[src/rtl/router_register_param.sv]
// router_register_param
// Packet register between the router input stage and the FSM/FIFO write path.
// It captures the header word, holds one word while the target FIFO is full,
// and forwards header, payload and check words on dout. It accumulates a
// running check value (XOR or wrapping sum), compares it with the source check
// word, and compares the header length field with the number of payload words.
//
// Ports
//   clk, rstn          clock, asynchronous active-low reset
//   pkt_valid          source word valid / packet in progress
//   fifo_full          selected FIFO is full
//   rst_int_reg        FSM end-of-packet, clears low_pkt_valid
//   detect_add, lfd_state, ld_state, laf_state, full_state
//                      FSM state decodes, at most one high
//   data_in            source word
//   dout               word to FIFO
//   hdr_addr           captured header address
//   parity_done        source check word has been consumed
//   low_pkt_valid      pkt_valid fell while loading
//   err                check value mismatch
//   len_err            payload count differs from header length
module router_register_param #(
    parameter int DATA_WIDTH = 8,
    parameter int ADDR_WIDTH = 2,
    parameter int NUM_CH     = 3,
    parameter int CHECK_MODE = 0
) (
    input  logic                  clk,
    input  logic                  rstn,
    input  logic                  pkt_valid,
    input  logic                  fifo_full,
    input  logic                  rst_int_reg,
    input  logic                  detect_add,
    input  logic                  lfd_state,
    input  logic                  ld_state,
    input  logic                  laf_state,
    input  logic                  full_state,
    input  logic [DATA_WIDTH-1:0] data_in,
    output logic [DATA_WIDTH-1:0] dout,
    output logic [ADDR_WIDTH-1:0] hdr_addr,
    output logic                  parity_done,
    output logic                  low_pkt_valid,
    output logic                  err,
    output logic                  len_err
);

    localparam int LEN_W = DATA_WIDTH - ADDR_WIDTH;

    logic [DATA_WIDTH-1:0] header_reg;
    logic [DATA_WIDTH-1:0] hold_reg;
    logic [DATA_WIDTH-1:0] int_chk;
    logic [DATA_WIDTH-1:0] pkt_chk;
    logic [LEN_W-1:0]      pay_cnt;

    logic hdr_ok;
    logic hdr_take;
    logic chk_direct;
    logic chk_held;

    // Headers addressing a non-existent channel are dropped without side effects.
    assign hdr_ok     = (int'(data_in[ADDR_WIDTH-1:0]) < NUM_CH);
    assign hdr_take   = detect_add && pkt_valid && hdr_ok;
    // Check word arrives on the cycle pkt_valid drops; if the FIFO is full it
    // was parked in hold_reg and is picked up again during laf_state.
    assign chk_direct = ld_state && !pkt_valid && !fifo_full;
    assign chk_held   = laf_state && low_pkt_valid && !parity_done;

    function automatic logic [DATA_WIDTH-1:0] chk_op(input logic [DATA_WIDTH-1:0] a,
                                                     input logic [DATA_WIDTH-1:0] b);
        if (CHECK_MODE == 1) return a + b;
        else                 return a ^ b;
    endfunction

    always_ff @(posedge clk or negedge rstn) begin
        if (!rstn) begin
            header_reg    <= '0;
            hold_reg      <= '0;
            int_chk       <= '0;
            pkt_chk       <= '0;
            pay_cnt       <= '0;
            dout          <= '0;
            hdr_addr      <= '0;
            parity_done   <= 1'b0;
            low_pkt_valid <= 1'b0;
            err           <= 1'b0;
            len_err       <= 1'b0;
        end else begin
            // header capture and running check value
            if (hdr_take) begin
                header_reg <= data_in;
                hdr_addr   <= data_in[ADDR_WIDTH-1:0];
                int_chk    <= '0;
                pay_cnt    <= '0;
            end else if (lfd_state) begin
                int_chk <= chk_op(int_chk, header_reg);
            end else if (ld_state && pkt_valid && !full_state) begin
                int_chk <= chk_op(int_chk, data_in);
                pay_cnt <= pay_cnt + LEN_W'(1);
            end

            // forward path to the FIFO
            if (lfd_state)                   dout <= header_reg;
            else if (ld_state && !fifo_full) dout <= data_in;
            else if (laf_state)              dout <= hold_reg;

            if (ld_state && fifo_full) hold_reg <= data_in;

            // set has priority over the FSM clear
            if (ld_state && !pkt_valid) low_pkt_valid <= 1'b1;
            else if (rst_int_reg)       low_pkt_valid <= 1'b0;

            // a new valid header wipes the previous packet's status
            if (hdr_take) begin
                parity_done <= 1'b0;
                err         <= 1'b0;
                len_err     <= 1'b0;
            end else begin
                if (chk_direct) begin
                    pkt_chk     <= data_in;
                    parity_done <= 1'b1;
                end else if (chk_held) begin
                    pkt_chk     <= hold_reg;
                    parity_done <= 1'b1;
                end
                if (parity_done) begin
                    err <= (int_chk != pkt_chk);
                    if (pay_cnt != header_reg[DATA_WIDTH-1:ADDR_WIDTH]) len_err <= 1'b1;
                end
            end
        end
    end

endmodule

[config.mk]
export PLATFORM = sky130hd
export DESIGN_NAME = router_register_param
export DESIGN_NICKNAME = d
export VERILOG_FILES = /design/src/rtl/router_register_param.sv
export SDC_FILE = /design/constraint.sdc
export NUM_CORES = 1
export LEC_CHECK = 0
export CORE_MARGIN = 8
export CORE_UTILIZATION = 60
export DETAILED_ROUTE_END_ITERATION = 8
export PLACE_DENSITY = 0.85
export REMOVE_ABC_BUFFERS = 1
export SLEW_MARGIN = 20
export SYNTH_ARGS = -nofsm -noshare
export SYNTH_HDL_FRONTEND = slang
export SYNTH_SLANG_ARGS = --single-unit
[constraint.sdc]
create_clock -name clk -period 3.1 [get_ports clk]
set_input_delay 0.62 -clock clk [delete_from_list [all_inputs] [get_ports clk]]
set_output_delay 0.62 -clock clk [all_outputs]
set_load 0.03 [all_outputs]
==> impl_summary.md <==
Run status
The run finished with clean final reports.

Routing
The via-per-instance ratio is around 5.9. The wire length on met1 is 2.79 mm. The overall via count from detail_route is 2016.

The routed length on met3 is 372 um. The wire length reported by the detailed router is 6.43 mm. For this run, design rule violations remaining after detail routing come to 0. The count of nets left with antenna violations once routing finished came out at 0. For this block, the initial DRC count from the detailed router was 120. Wire segments on met2 add up to 3.15 mm in the final route.

The average wire per cell in the routed design is 19.0 um. The top routing layer in use is met4. The first detailed-routing pass ran for 4 iterations.

Clocking
The number of gates resized after CTS is 0. The latest clock arrival within the worst-skew pair is roughly 0.3 ns. The H-tree generated during clock tree synthesis spans 2 levels. The number of setup buffers added after CTS is 0. The total number of clock tree sinks is 50. The cell at the root of the clock tree is sky130_fd_sc_hd__clkbuf_8.

The clock buffer count from CTS is 5. In this run the deepest clock path goes through 2 buffers. Clock-pin slew was measured on the worst setup and hold paths at approximately 0.090 ns. The count of hold buffers inserted by post-cts repair is 0. The clock tree from TritonCTS is done.

Critical path
Of all nets on the critical path, the largest fanout is 16. Data on the critical path is required at its endpoint by 3.32 ns. The largest incremental delay on the critical path is 0.71 ns.

Walking the worst path, the cells encountered are clkdlybuf4s50_1, nor3b_2, buf_4, a2bb2oi_4, nor2_1, a21oi_1. The startpoint type of the worst setup path is an input pin. The data arrival time of the critical path is 2.53 ns. The worst setup path category is input pin to register.

The slowest stage of the critical path is the sky130_fd_sc_hd__clkdlybuf4s50_1 cell. STA classifies the critical path endpoint as a register.

Final layout
Measured on the finished design, the core utilization comes to 0.712. The net count of the finished layout is 306. The post-layout instance count excluding filler cells is between 300 and 400. The number of antenna diodes in the final layout is 0.

The top cell types in the final layout, fill and taps aside, are sky130_fd_sc_hd__dfrtp_1 (50), sky130_fd_sc_hd__clkdlybuf4s50_1 (30), sky130_fd_sc_hd__nand2_1 (26), sky130_fd_sc_hd__nor2_1 (21), sky130_fd_sc_hd__mux2i_1 (17). The area growth from synthesis to layout is 16.6%. The fraction of layout cells with a size suffix above 1 is 0.122. The library cell used most frequently in the layout, excluding fill and tap cells, is sky130_fd_sc_hd__dfrtp_1.

The post-route cell area is 0.00306 mm^2.

Synth
In this run the cell area of the synthesized design comes to 0.00262 mm^2. The share of the synthesized area in the top cell type is 0.478. The netlist uses 35 different library cells. The largest total area in the synthesized netlist belongs to sky130_fd_sc_hd__dfrtp_1. The synthesized instance count is 254.

The sequential fraction of the synthesis area is 0.478. The mean instance size in the synthesized netlist is 10.3 um^2. After synthesis the netlist holds a flip-flop and latch count of 50. After synthesis, the cell types taking the most area are sky130_fd_sc_hd__dfrtp_1 (48%), sky130_fd_sc_hd__mux2_2 (6.9%), sky130_fd_sc_hd__mux2i_1 (6.5%), sky130_fd_sc_hd__xor2_1 (4.3%), sky130_fd_sc_hd__nand2_1 (3.7%). During synthesis, Yosys emitted a total of 0 warnings.

Timing
The final-report hold violation count is 0. The final worst slack is roughly 0.79 ns. The slew at the pin closest to its max-slew limit is 0.860 ns.

The worst path in the final design needs a cycle of 2.31 ns, including I/O delays and setup. The relative max-transition margin is 0.427. The maximum frequency from static timing analysis is about 430 MHz. The number of max-slew violations in the final report is 0. Setup repair after global routing left no endpoint under its margin.

The number of endpoints failing setup at the final stage is 0. Hold is met by 0.426 ns. The maximum clock skew at final layout is between 0.003 and 0.004 ns. The post-route setup TNS is 0 ns. The share of the cycle needed by the critical path after routing is 0.745.

Global route
The global-route wire length before repair is 10.6 mm. Summed over all layers, the global routing overflow is 0. The number of antenna violations at the first check in global routing is 0.

The largest net degree at the start of global routing is 39. The aggregate global-route resource usage is 0.209. The number of global-route vias before repair is 2142.

Pwr
For this design the ratio of total power to cell area is between 500 and 600 mW/mm^2. For this design the static power due to leakage is 1.37 nW. The maximum ir drop on the vdd rail is 0.350 mV. The completed layout was analyzed and its total power is 1.75 mW.

Placement
The cell area reported after detailed placement is slightly below 0.003 mm^2. Prior to clock tree synthesis, the placed netlist has a worst setup slack of 0.513 ns. The quantity of I/O buffers inserted on ports is 31.

The congestion estimate from routability-driven global placement came to 0.829. The wire-length estimate of the detail-placed layout is around 4.5 mm. After detailed placement, the design holds a cell count of 332.

Die
The die is 82.1 um wide. The die is 82.1 um tall. The row count is 24. 32 I/O pins were placed. The area of the die is 0.00674 mm^2.

The starting utilization of the core area is 0.610. The floorplan core area is 0.00429 mm^2.

Worst hold path
The path class of the tightest hold or removal check is input pin to async pin.

Run
The tool flagged a number of max-cap violations equal to 0.
==> cell usage after synthesis (all sizes together) <==
library cell and count:
a21bo 1, a21oi 16, a2bb2oi 1, a31oi 1, and2 7, and3 1
and3b 1, buf 7, clkbuf 6, dfrtp 50, ha 1, inv 4
mux2 16, mux2i 17, nand2 26, nand2b 2, nand3b 6, nand4 4
nor2 21, nor2b 4, nor3 9, nor3b 9, nor4 2, nor4bb 1
o211a 2, o21ai 12, o21bai 6, o22ai 1, o31a 1, xnor2 6
xor2 13
==> critical path: cells and delay by family <==
family                 cells  cell delay (ns)
AO/OA/AOI/OAI              2             0.56
buffers and inverters      2             0.93
AND/OR/NAND/NOR            2             0.43
==> cell families (layout without fill, tap and decap cells) <==
logic type               Yosys count  count (layout)  share of synthesized area
AND/OR/NAND/NOR                   93              93                      0.184
flip-flops                        50              50                      0.478
AO/OA/AOI/OAI                     41              41                      0.103
multiplexers                      33              33                      0.134
XOR/XNOR                          19              19                     0.0635
buffers and inverters             17              50                     0.0329
adder cells (fa/ha/maj)            1               1                    0.00477
==> area by class of cell <==
type,count,area [um^2]
timing repair buffer,39,365
multi-input combinational,187,1280
clock buffer,7,76.3
tap,52,65.1
inverter,4,15.0
sequential,50,1250
fill,317,1240
==> final timing paths <==
kind	from	to	slack, ns	depth (start not counted)
max	pkt_valid	pkt_chk[4]	0.79	6
min	rstn	pay_cnt[2]	0.43	1
max reg2reg	parity_done	pkt_chk[4]	1.61	4
min reg2reg	dout[4]	dout[4]	0.52	1
max in group asynchronous	rstn	parity_done	2.04	2
min in group clk	dout[4]	dout[4]	0.52	1
==> metal layers <==
| metal | vias to the layer above | track usage |
|---|---|---|
| li1 | 942 | - |
| met1 | 994 | 0.270 |
| met2 | 66 | 0.336 |
| met3 | 14 | 0.0416 |
| met4 | 0 | 0.0807 |
| met5 | - | 0 |
==> power breakdown <==
part	internal [mW]	total [mW]	switching [mW]	leakage [nW]
clock network	0.156	0.362	0.206	0.0383
registers	0.776	0.884	0.108	0.604
logic	0.242	0.504	0.262	0.726
total	1.17	1.75	0.576	1.37
No activity file was read; power rests on OpenSTA's default activity.
